$ cat src/rtl/exec_sequencer.sv
// Multi-cycle Moore sequencer driving register-file / ALU / data-memory controls.
// Optional EXEC_SEQ_SCRATCH_GUARD_EN rejects LW/SW that target the scratch word.
module exec_sequencer #(
   parameter int         SIZE         = 32,
   parameter logic [4:0] SCRATCH_ADDR = 5'd31
) (
   input  logic            clk,
   input  logic            rst,
   input  logic [SIZE-1:0] instr,
   input  logic            instr_valid,
   output logic            instr_ready,
   output logic            busy,
   output logic            done,
   output logic            err,
   output logic            rf_write_enable,
   output logic [4:0]      rf_write_addr,
   output logic [4:0]      rf_addr_a,
   output logic [4:0]      rf_addr_b,
   output logic            dm_write_enable,
   output logic [4:0]      dm_write_addr,
   output logic            dm_read,
   output logic            alu_op
);

   localparam logic [2:0] S_IDLE   = 3'd0;
   localparam logic [2:0] S_READ   = 3'd1;
   localparam logic [2:0] S_MEM_WR = 3'd2;
   localparam logic [2:0] S_MEM_RD = 3'd3;
   localparam logic [2:0] S_WB     = 3'd4;

   localparam logic [1:0] OP_LW = 2'b00;
   localparam logic [1:0] OP_SW = 2'b01;

   logic [2:0] state_reg, state_next;
   logic [1:0] op_reg;
   logic [4:0] rd_reg, rs1_reg, rs2_reg, maddr_reg;
   logic       reject;
   logic       accept;
   logic       is_sw, is_lw;
   logic       unused_instr_bits;

   assign unused_instr_bits = ^instr[SIZE-1:22];

`ifdef EXEC_SEQ_SCRATCH_GUARD_EN
   logic err_reg;

   // Memory ops (op[1]==0) must not touch the ALU staging word.
   assign reject = (instr[1] == 1'b0) && (instr[21:17] == SCRATCH_ADDR);

   always_ff @(posedge clk or posedge rst) begin
      if (rst) begin
         err_reg <= 1'b0;
      end else begin
         err_reg <= (state_reg == S_IDLE) && instr_valid && reject;
      end
   end

   assign err = err_reg;
`else
   assign reject = 1'b0;
   assign err    = 1'b0;
`endif

   assign accept = (state_reg == S_IDLE) && instr_valid && !reject;

   always_comb begin
      state_next = state_reg;
      case (state_reg)
         S_IDLE:   if (accept) state_next = (instr[1:0] == OP_LW) ? S_MEM_RD : S_READ;
         S_READ:   state_next = S_MEM_WR;
         S_MEM_WR: state_next = (op_reg == OP_SW) ? S_IDLE : S_MEM_RD;
         S_MEM_RD: state_next = S_WB;
         S_WB:     state_next = S_IDLE;
         default:  state_next = S_IDLE;
      endcase
   end

   always_ff @(posedge clk or posedge rst) begin
      if (rst) begin
         state_reg <= S_IDLE;
         op_reg    <= 2'b00;
         rd_reg    <= 5'd0;
         rs1_reg   <= 5'd0;
         rs2_reg   <= 5'd0;
         maddr_reg <= 5'd0;
      end else begin
         state_reg <= state_next;
         if (accept) begin
            op_reg    <= instr[1:0];
            rd_reg    <= instr[6:2];
            rs1_reg   <= instr[11:7];
            rs2_reg   <= instr[16:12];
            maddr_reg <= instr[21:17];
         end
      end
   end

   assign is_sw       = (op_reg == OP_SW);
   assign is_lw       = (op_reg == OP_LW);
   assign instr_ready = (state_reg == S_IDLE);
   assign busy        = (state_reg != S_IDLE);

   // Controls depend only on state and latched fields, so reset clears them at once.
   always_comb begin
      done            = 1'b0;
      rf_write_enable = 1'b0;
      rf_write_addr   = 5'd0;
      rf_addr_a       = 5'd0;
      rf_addr_b       = 5'd0;
      dm_write_enable = 1'b0;
      dm_write_addr   = 5'd0;
      dm_read         = 1'b0;
      alu_op          = 1'b0;
      case (state_reg)
         S_READ: begin
            rf_addr_a = rs1_reg;
            rf_addr_b = is_sw ? 5'd0 : rs2_reg;
            alu_op    = is_sw ? 1'b0 : op_reg[0];
         end
         S_MEM_WR: begin
            rf_addr_a       = rs1_reg;
            rf_addr_b       = is_sw ? 5'd0 : rs2_reg;
            alu_op          = is_sw ? 1'b0 : op_reg[0];
            dm_write_enable = 1'b1;
            dm_write_addr   = is_sw ? maddr_reg : SCRATCH_ADDR;
            done            = is_sw;
         end
         S_MEM_RD: begin
            dm_read       = 1'b1;
            dm_write_addr = is_lw ? maddr_reg : SCRATCH_ADDR;
         end
         S_WB: begin
            rf_write_enable = 1'b1;
            rf_write_addr   = rd_reg;
            done            = 1'b1;
         end
         default: ;
      endcase
   end

endmodule

$ cat config.mk
export PLATFORM = sky130hd
export DESIGN_NAME = exec_sequencer
export DESIGN_NICKNAME = d
export VERILOG_FILES = /design/src/rtl/exec_sequencer.sv
export SDC_FILE = /design/constraint.sdc
export NUM_CORES = 1
export LEC_CHECK = 0
export BUFFER_PORTS_ARGS = -buffer_cell sky130_fd_sc_hd__buf_4
export CAP_MARGIN = 0
export CORE_ASPECT_RATIO = 1.4
export CORE_MARGIN = 4
export CORE_UTILIZATION = 49
export DETAILED_ROUTE_END_ITERATION = 12
export PLACE_DENSITY_LB_ADDON = 0.12
export SYNTH_ARGS = -nofsm -noshare
export SYNTH_HDL_FRONTEND = slang
export SYNTH_SLANG_ARGS = --single-unit
export TNS_END_PERCENT = 100
$ cat constraint.sdc
create_clock -name clk -period 4.6 [get_ports clk]
set_input_delay 0.46 -clock clk [delete_from_list [all_inputs] [get_ports clk]]
set_output_delay 0.46 -clock clk [all_outputs]
set_load 0.01 [all_outputs]
==> flow_summary.toml, run 1 <==
[logic_synthesis]
synth_seq_cells = 25
synth_top_family_by_area = "multiplexers"
ys_top_cells_by_area = "dfrtp_1 (47%), mux2_4 (23%), nor4b_1 (3.3%), nor2_1 (2.8%), nor3b_1 (2.8%)"
muxShareOfSynthArea = 0.243
yosysUniqueCellTypes = 27
synth.avg_cell_area_um2 = 12.4
synth-xor-area-share = 0.0132
seq_area_frac_synth = 0.470
synth_top_cell_by_area = "dfrtp_1"
yosys.area_share.adder = 0
synth-simple-area-share = 0.162
synth_fp_nets = 142
synth_top_area_frac = 0.470
syn_area_um2 = 1330
synth_compound_area_frac = 0.0461
postSynthCellCount = 107
ys_warn_count = 0

[placed_design]
dp_hpwl_um = 2150
place_ws_ns = 2.11
gp_congestion = 0.671
port_buffers = 51
placed_cell_area_um2 = 1700

[floorplan]
chipWidth_um = 52.0
die_h_um = 69.6
core_area_um2 = 2620
std_cell_rows = 22
dieArea_um2 = 3620
start_util = 0.509
io_pins = 63

[cts]
cts_root_buffer = "clkbuf_4"
cts-root-to-sink-buffers = 2
postCtsSetupBuffers = 0
clock_sinks = 25
insertion_delay_ns = 0.31
h-tree-depth = 1
cts_tree = "done"
cts_resized = 0
cts.reportedPaths.clkPinSlew_ns = 0.14
ctsHoldBuffers = 0
numCtsBuffers = 3

[critical_path]
arrival_ns = 2.69
timing.setup.critical_path_class = "flip-flop to flip-flop"
cp.required_ns = 4.82
worst_setup_path_end_kind = "flip-flop"
start_kind = "flip-flop"
crit_fanout = 23

[sta]
fmax_mhz = 405
relSlewSlack = 0.351
layout_setup_ws_ns = 2.13
worstMarginPinSlew_ns = 0.970
period_needed_ns = 2.47
rsz0062_at_grt = "no"
slew_violations = 0
tns_ns = 0
setup_viol = 0
finalCritPeriodShare = 0.536
hold_slack_ns = 0.339
finClkSkew_ns = 0.00119
final-hold-violation-count = 0

[layout]
drive_above_1_share = 0.533
antennaDiodeCount = 0
final_cell_area_um2 = 1730
final_common_cell = "buf_4"
layout_common_cells = "buf_4 (52), dfrtp_1 (25), mux2_4 (20)"
fin_nets = 188
area_growth_pct = 29.8

[route]
dr.pass1.iters = 4
drt_iter0_drc = 19
wl_um = 2910
viasPerCell = 5.16
ant_nets = 0
drc = 0
wl_per_cell_um = 15.5
routed-via-count = 970

[grt]
grt_overflow = 0
antenna_found_initial = 0
grt_pass1_wl_um = 4970
grt_max_degree = 26
grt_pass1_vias = 1061
grtUsageTotal = 0.177

[power_and_ir_drop]
ir_drop_uv = 434
power_density_nw_per_um2 = 740
p_leak_nw = 0.858

[run_status]
status = "finished, final reports clean"

[run]
maxCapViolations = 0

[min_path]
hold_class = "input port to async pin"
==> report_power, final <==
group	leakage (nW)	switching (mW)	total [mW]	internal (mW)
registers	0.297	0.111	0.442	0.331
clock network	0.0139	0.0683	0.101	0.0331
logic	0.547	0.312	0.734	0.422
total	0.858	0.491	1.28	0.786
==> cell usage after synthesis, drive strengths merged <==
library cell	number
nor3b	5
nor4b	6
a21o	1
xor2	1
xnor2	1
nand2	1
a32o	1
clkbuf	6
a221oi	1
nor3	2
or3b	1
and3	5
o32ai	1
nand2b	1
conb	1
and2	1
mux2	22
dfrtp	25
nor2	10
buf	5
a21oi	5
inv	4
nor2b	1
==> final timing paths <==
check | from | end | slack [ns] | cells after the start
max in group asynchronous | rst | op_reg[1] | 3.70 | 2
setup reg to reg | state_reg[2] | op_reg[0] | 2.13 | 3
min in group clk | instr[19] | maddr_reg[2] | 0.36 | 2
hold / removal | rst | maddr_reg[0] | 0.34 | 2
setup / recovery | state_reg[2] | op_reg[0] | 2.13 | 3
hold reg to reg | rs2_reg[3] | rs2_reg[3] | 0.52 | 1
==> cells by family (layout without fill, tap and decap cells) <==
kind of cell | after synthesis | after routing
muxes | 22 | 22
DFF | 25 | 25
other | 1 | 1
AOI/OAI and AO/OA | 9 | 9
buffers and inverters | 15 | 60
xor gates and xnor gates | 2 | 2
and+or+nand+nor | 33 | 33
==> worst max-delay path, cell delays in order, from the launching register on <==
cell     delay, ns
dfrtp_1       0.68
nor4b_4       0.97
buf_4         0.38
mux2_4        0.32
==> layer usage <==
| metal | wire length (µm) | up-vias | share of wire | GRT usage |
|---|---|---|---|---|
| met2 | 1520 | 38 | 0.52 | 0.291 |
| met4 | 14 | 0 | 0.0048 | 0.0350 |
| met3 | 191 | 2 | 0.066 | 0.0280 |
| met5 | 0 | - | 0 | 0 |
| met1 | 1180 | 472 | 0.40 | 0.241 |
| li1 | - | 458 | - | - |
==> per-stage QoR <==
stage | utilization | total power, mW | cells
2_1_floorplan | - | 0.924 | 107
3_3_place_gp | 0.649 | 1.16 | 184
3_5_place_dp | 0.649 | 1.19 | 184
4_1_cts | 0.660 | 1.29 | 188
5_1_grt | 0.660 | 1.38 | 188
6_report | 0.660 | 1.28 | 188
==> area by class of cell <==
class	count	area (µm²)
Timing Repair Buffer	52	390
Tap cell	36	45.0
Inverter	4	15.0
Multi-Input combinational cell	67	621
Sequential cell	25	626
Fill cell	226	888
Clock inverter	1	7.51
Clock buffer	3	22.5
No activity file was read; power rests on OpenSTA's default activity.
==> run 2, diff against run 1 <==
- ABC_AREA: default -> 1
- CORE_UTILIZATION: 49 -> 45
- clock period: 4.6 -> 2.3 ns (I/O delays scaled with it)
==> run 2 against run 1 <==
Against the previous run:
- hold slack worse by 0.23 ns
- register-to-register slack worse by 1.6 ns
- clock-buffer cell count unchanged
- die area up 4.1%
- sequential power up 77%
- via count up 31%
- sequential share of layout area up 0.59 points
- largest cell class unchanged
- non-clock buffer count unchanged
- synthesized area down 3.8%
- utilization down 2.4 points
- power up 69%
==> flow_summary.toml, run 2 <==
[route]
ant_nets = 0
wl_um = 3030
viasPerCell = 4.90
drc = 0
routed-via-count = 1274
drt_iter0_drc = 48
dr.pass1.iters = 4
wl_per_cell_um = 11.7

[logic_synthesis]
yosysMostFrequentCell = "nand2_1"
ys_async_sr_fraction = 1.00
yosysUniqueCellTypes = 15
ys_top_cells_by_area = "dfrtp_1 (49%), nand2_1 (18%), nand3_1 (10%), inv_1 (6.2%), nor2_1 (5.0%)"
seq_area_frac_synth = 0.489
synth.avg_cell_area_um2 = 7.23
synth_seq_cells = 25
synth_fp_nets = 212
synth_common_cells = "nand2_1 (61), nand3_1 (26), dfrtp_1 (25), inv_1 (21), nor2_1 (17)"
synthFlopType = "dfrtp_1"
synth_edf_count = 0
synth_top_cell_by_area = "dfrtp_1"
synth_top_area_frac = 0.489
ys_warn_count = 0
postSynthCellCount = 177
syn_area_um2 = 1280

[grt]
grt_pass1_vias = 1181
grt_max_degree = 26
grt_pass1_wl_um = 5210
grtUsageTotal = 0.180
grt_overflow = 0
antenna_found_initial = 0

[power_and_ir_drop]
intPower_mw = 1.19
switchingPower_mw = 0.959
ir_drop_uv = 790
switching_share = 0.445
pwr-share-clk = 0.090
p_leak_nw = 0.998
pwr-share-comb = 0.547
power_density_nw_per_um2 = 1270
seq_power_share = 0.363

[floorplan]
dieArea_um2 = 3770
die_h_um = 71.1
std_cell_rows = 22
chipWidth_um = 53.1
io_pins = 63
core_area_um2 = 2670
start_util = 0.479

[critical_path]
arrival_ns = 1.74
start_kind = "flip-flop"
path_buf_inv = 2
cp_slowest_cell = "dfrtp_1"
r2r_slack_ns = 0.58
r2r-end = "maddr_reg[1]"
r2r-start = "state_reg[2]"
cp_cell_sequence = "nor2_1 -> nand2_1 -> nand2_1 -> inv_1 -> nor3_1 -> buf_4"
cpPeakStageDelay_ns = 0.49
cp.required_ns = 2.07
cpMostUsedCell = "nand2_1"
reg2reg_depth = 4
crit_fanout = 11
worst_setup_path_end_kind = "output pin"
timing.setup.critical_path_class = "flip-flop to output pin"
cp-startpoint = "state_reg[2]"
cp_top_family = "simple AND/OR/NAND/NOR gates"

[layout]
final_common_cell = "nand2_1"
fin_nets = 260
area_growth_pct = 32.7
nFillCells = 256
antennaDiodeCount = 0
layout_common_cells = "nand2_1 (61), buf_4 (52), nand3_1 (26)"
drive_above_1_share = 0.263

[sta]
rsz0062_at_grt = "no"
tns_ns = 0
period_needed_ns = 1.97
final-hold-violation-count = 0
finClkSkew_ns = 0.00150
layout_setup_ws_ns = 0.329
fmax_mhz = 507
worstMarginPinSlew_ns = 0.935
finalCritPeriodShare = 0.857
relSlewSlack = 0.376
setup_viol = 0
slew_violations = 0
hold_slack_ns = 0.110

[placed_design]
dp_hpwl_um = 2220
place_ws_ns = 0.617
gp_congestion = 0.813
port_buffers = 51

[cts]
postCtsSetupBuffers = 0
h-tree-depth = 1
ctsHoldBuffers = 0
cts_tree = "done"
cts_resized = 0
insertion_delay_ns = 0.31
cts-root-to-sink-buffers = 2
numCtsBuffers = 3
cts_root_buffer = "clkbuf_4"
clock_sinks = 25
cts.reportedPaths.clkPinSlew_ns = 0.13

[min_path]
hold_class = "input port to async pin"

[run]
maxCapViolations = 0

[run_status]
status = "finished, final reports clean"
## run 2: cell types whose count changed after synthesis, sizes merged, moves of 2 or more
cell | previous run | this run
a21oi | 5 | 0
and3 | 5 | 0
clkbuf | 6 | 3
inv | 4 | 21
mux2 | 22 | 0
nand2 | 1 | 62
nand3 | 0 | 26
nor2 | 10 | 17
nor3 | 2 | 4
nor3b | 5 | 0
nor4b | 6 | 0
o21ai | 0 | 11
## run 2: worst max-delay path by stage
stage	to	depth (start not counted)
2_1_floorplan	rf_addr_a[0]	6
3_3_place_gp	maddr_reg[2]	4
3_5_place_dp	maddr_reg[1]	4
4_1_cts	alu_op	6
5_1_grt	alu_op	6
6_report	alu_op	6
## run 2: per-layer routing
| metal | wire [µm] | GRT usage | vias up |
|---|---|---|---|
| met2 | 1570 | 0.289 | 35 |
| met1 | 1230 | 0.236 | 590 |
| met5 | 0 | 0 | - |
| li1 | - | - | 645 |
| met4 | 29 | 0.0625 | 0 |
| met3 | 201 | 0.0379 | 4 |
## run 2: per-stage QoR
step	util	power, mW	std cells	area [µm²]
floorplan	-	1.51	177	1280
global placement	0.626	1.94	256	1670
detailed placement	0.626	1.98	256	1670
CTS	0.636	2.18	260	1700
global route	0.636	2.38	260	1700
finish	0.636	2.15	260	1700
## run 2: power groups by stage
stage | clock network [mW] | logic [mW] | registers [mW]
2_1_floorplan | 0 | 0.754 | 0.759
3_3_place_gp | 0 | 1.16 | 0.778
3_5_place_dp | 0 | 1.19 | 0.790
4_1_cts | 0.202 | 1.19 | 0.779
5_1_grt | 0.225 | 1.35 | 0.807
6_report | 0.194 | 1.18 | 0.781
## run 2: layout make-up
type	instances	area (µm²)	share of cell area
Inverter	21	78.8	0.0464
Sequential cell	25	626	0.368
Multi-Input combinational cell	122	532	0.313
Clock inverter	1	5.00	0.00295
Clock buffer	3	22.5	0.0133
Tap cell	36	45.0	0.0265
Timing Repair Buffer	52	390	0.230
## run 2: cells by family (layout without fill, tap and decap cells)
family,Yosys count,in the layout,share of synthesized area
AO/OA/AOI/OAI,11,11,0.0430
AND/OR/NAND/NOR,110,110,0.370
other,1,1,0.00293
buffers and inverters,30,77,0.0958
flip-flops,25,25,0.489
==> run 3, diff against run 2 <==
- CORE_UTILIZATION: 45 -> 41
- REMOVE_ABC_BUFFERS: default -> 1
- clock period: 2.3 -> 1.8 ns (I/O delays scaled with it)
==> run 3 against run 2 <==
Against the previous run:
- flip-flop and latch count is the same
- clock power grew 66%
- critical path depth grew 1
- cell area grew 6.8%
- routed wire length grew 6.5%
- sequential share of layout area shrank 2.1 points
- largest power group unchanged
- global-route usage shrank 1.6 points
- combinational power grew 47%
- hold slack gained 0.032 ns
- critical path type unchanged
- worst setup slack lost 0.30 ns
- first-iteration DRC count grew 6.3%
==> flow_summary.toml, run 3 (same netlist as run 2, synthesis figures left out) <==
[run_status]
status = "finished, final reports clean"

[layout]
antennaDiodeCount = 0
multi_input_area_um2 = 553
area_growth_pct = 41.7
layout_common_cells = "nand2_1 (58), buf_4 (57), nand3_1 (26)"
final_common_cell = "nand2_1"
nFillCells = 289
fin_nets = 267
regArea_um2 = 629
final_cells = 268
drive_above_1_share = 0.316

[grt]
grt_pass1_wl_um = 5510
grt_overflow = 0
grt_max_degree = 26
antenna_found_initial = 0
grt_pass1_vias = 1295
grtUsageTotal = 0.163

[cts]
cts_tree = "done"
cts_root_buffer = "clkbuf_8"
cts.reportedPaths.clkPinSlew_ns = 0.08
clock_sinks = 25
insertion_delay_ns = 0.26
h-tree-depth = 1
numCtsBuffers = 3
cts-root-to-sink-buffers = 2

[floorplan]
chipWidth_um = 55.2
die_h_um = 74.1
start_util = 0.436
dieArea_um2 = 4090
io_pins = 63
std_cell_rows = 23
core_area_um2 = 2940

[power_and_ir_drop]
p_leak_nw = 1.04
power_density_nw_per_um2 = 1690
ir_drop_uv = 982
pwr-share-clk = 0.105
seq_power_share = 0.331
intPower_mw = 1.75
switching_share = 0.430
switchingPower_mw = 1.32
pwr-share-comb = 0.564

[critical_path]
worst_setup_path_end_kind = "output pin"
cp.required_ns = 1.62
reg2reg_depth = 4
timing.setup.critical_path_class = "flip-flop to output pin"
start_kind = "flip-flop"
crit_fanout = 10
arrival_ns = 1.59

[route]
viasPerCell = 4.85
wl_per_cell_um = 12.0
drt-met1-wl_um = 1260
drc = 0
wl_um = 3230
routed-via-count = 1299
route.met2.wl_um = 1760
ant_nets = 0
drt_iter0_drc = 51
top_layer = "met4"
dr.pass1.iters = 4
met3WireLength_um = 191

[placed_design]
post-place-cells = 259
gp_congestion = 0.716
place_ws_ns = 0.245
port_buffers = 51
dp_hpwl_um = 2280

[sta]
setup_viol = 0
finClkSkew_ns = 0.00453
layout_setup_ws_ns = 0.0281
rsz0062_at_grt = "yes"
period_needed_ns = 1.77
fmax_mhz = 564
slew_violations = 0
finalCritPeriodShare = 0.984
tns_ns = 0
final-hold-violation-count = 0

[min_path]
min_path_cells = 3
hold_class = "input port to flip-flop"

[run]
maxCapViolations = 0
run 3: cell count changes in the layout (fill, tap and decap cells not counted), sizes merged:
cell,change
clkinvlp,+1
inv,-1
clkinv,-1
buf,+6
dlygate4sd3,+1
clkbuf,+1
run 3: worst paths after layout:
path                              start           end  slack (ns)
setup / recovery           state_reg[1]  rf_addr_b[0]        0.03
setup reg to reg           state_reg[2]     rd_reg[2]        0.25
max in group asynchronous           rst  state_reg[0]        1.02
hold reg to reg              rs2_reg[3]    rs2_reg[3]        0.48
min in group asynchronous           rst     rd_reg[2]        0.52
hold / removal                 instr[2]     rd_reg[0]        0.14
run 3: stage by stage:
stage          power [mW]  hold slack, ns  utilization  cell area [µm²]
2_1_floorplan        1.87           0.207            -             1240
3_3_place_gp         2.50           0.254        0.575             1690
3_5_place_dp         2.56           0.262        0.575             1690
4_1_cts              2.90           0.138        0.595             1750
5_1_grt              3.37           0.142        0.618             1810
6_report             3.07           0.142        0.618             1810
run 3: metal layers:
layer,up-vias,global-route usage
met5,-,0
met4,0,0.0405
met3,2,0.0382
met2,40,0.303
met1,607,0.191
li1,650,-
run 3: repair_timing:
action	in CTS	in global routing
endpoints found under the hold margin	25	0
buffers inserted	0	4
endpoints found under the setup margin	1	14
hold buffers	1	0
resized for setup	1	10
run 3: critical path, stage by stage, from the launching register on:
cell and delay [ns]:
dfrtp_2 0.45, inv_2 0.12, nand3b_1 0.14, nand2_2 0.11, clkinvlp_4 0.11, buf_12 0.15
nor2_1 0.10, buf_4 0.13
run 3: power by group through the flow:
stage | combinational, mW | sequential (mW) | clock (mW)
after global routing | 1.96 | 1.05 | 0.359
after floorplan | 0.899 | 0.969 | 0
after detailed placement | 1.55 | 1.01 | 0
final | 1.73 | 1.02 | 0.323
after global placement | 1.51 | 0.995 | 0
after CTS | 1.56 | 1.00 | 0.335
run 3: final cells by class:
type / count / share of cell area
Tap cell: 37 / 0.0255
Multi-Input combinational cell: 122 / 0.305
Inverter: 21 / 0.0455
Clock buffer: 4 / 0.0248
Sequential cell: 25 / 0.347
Timing Repair Buffer: 59 / 0.252
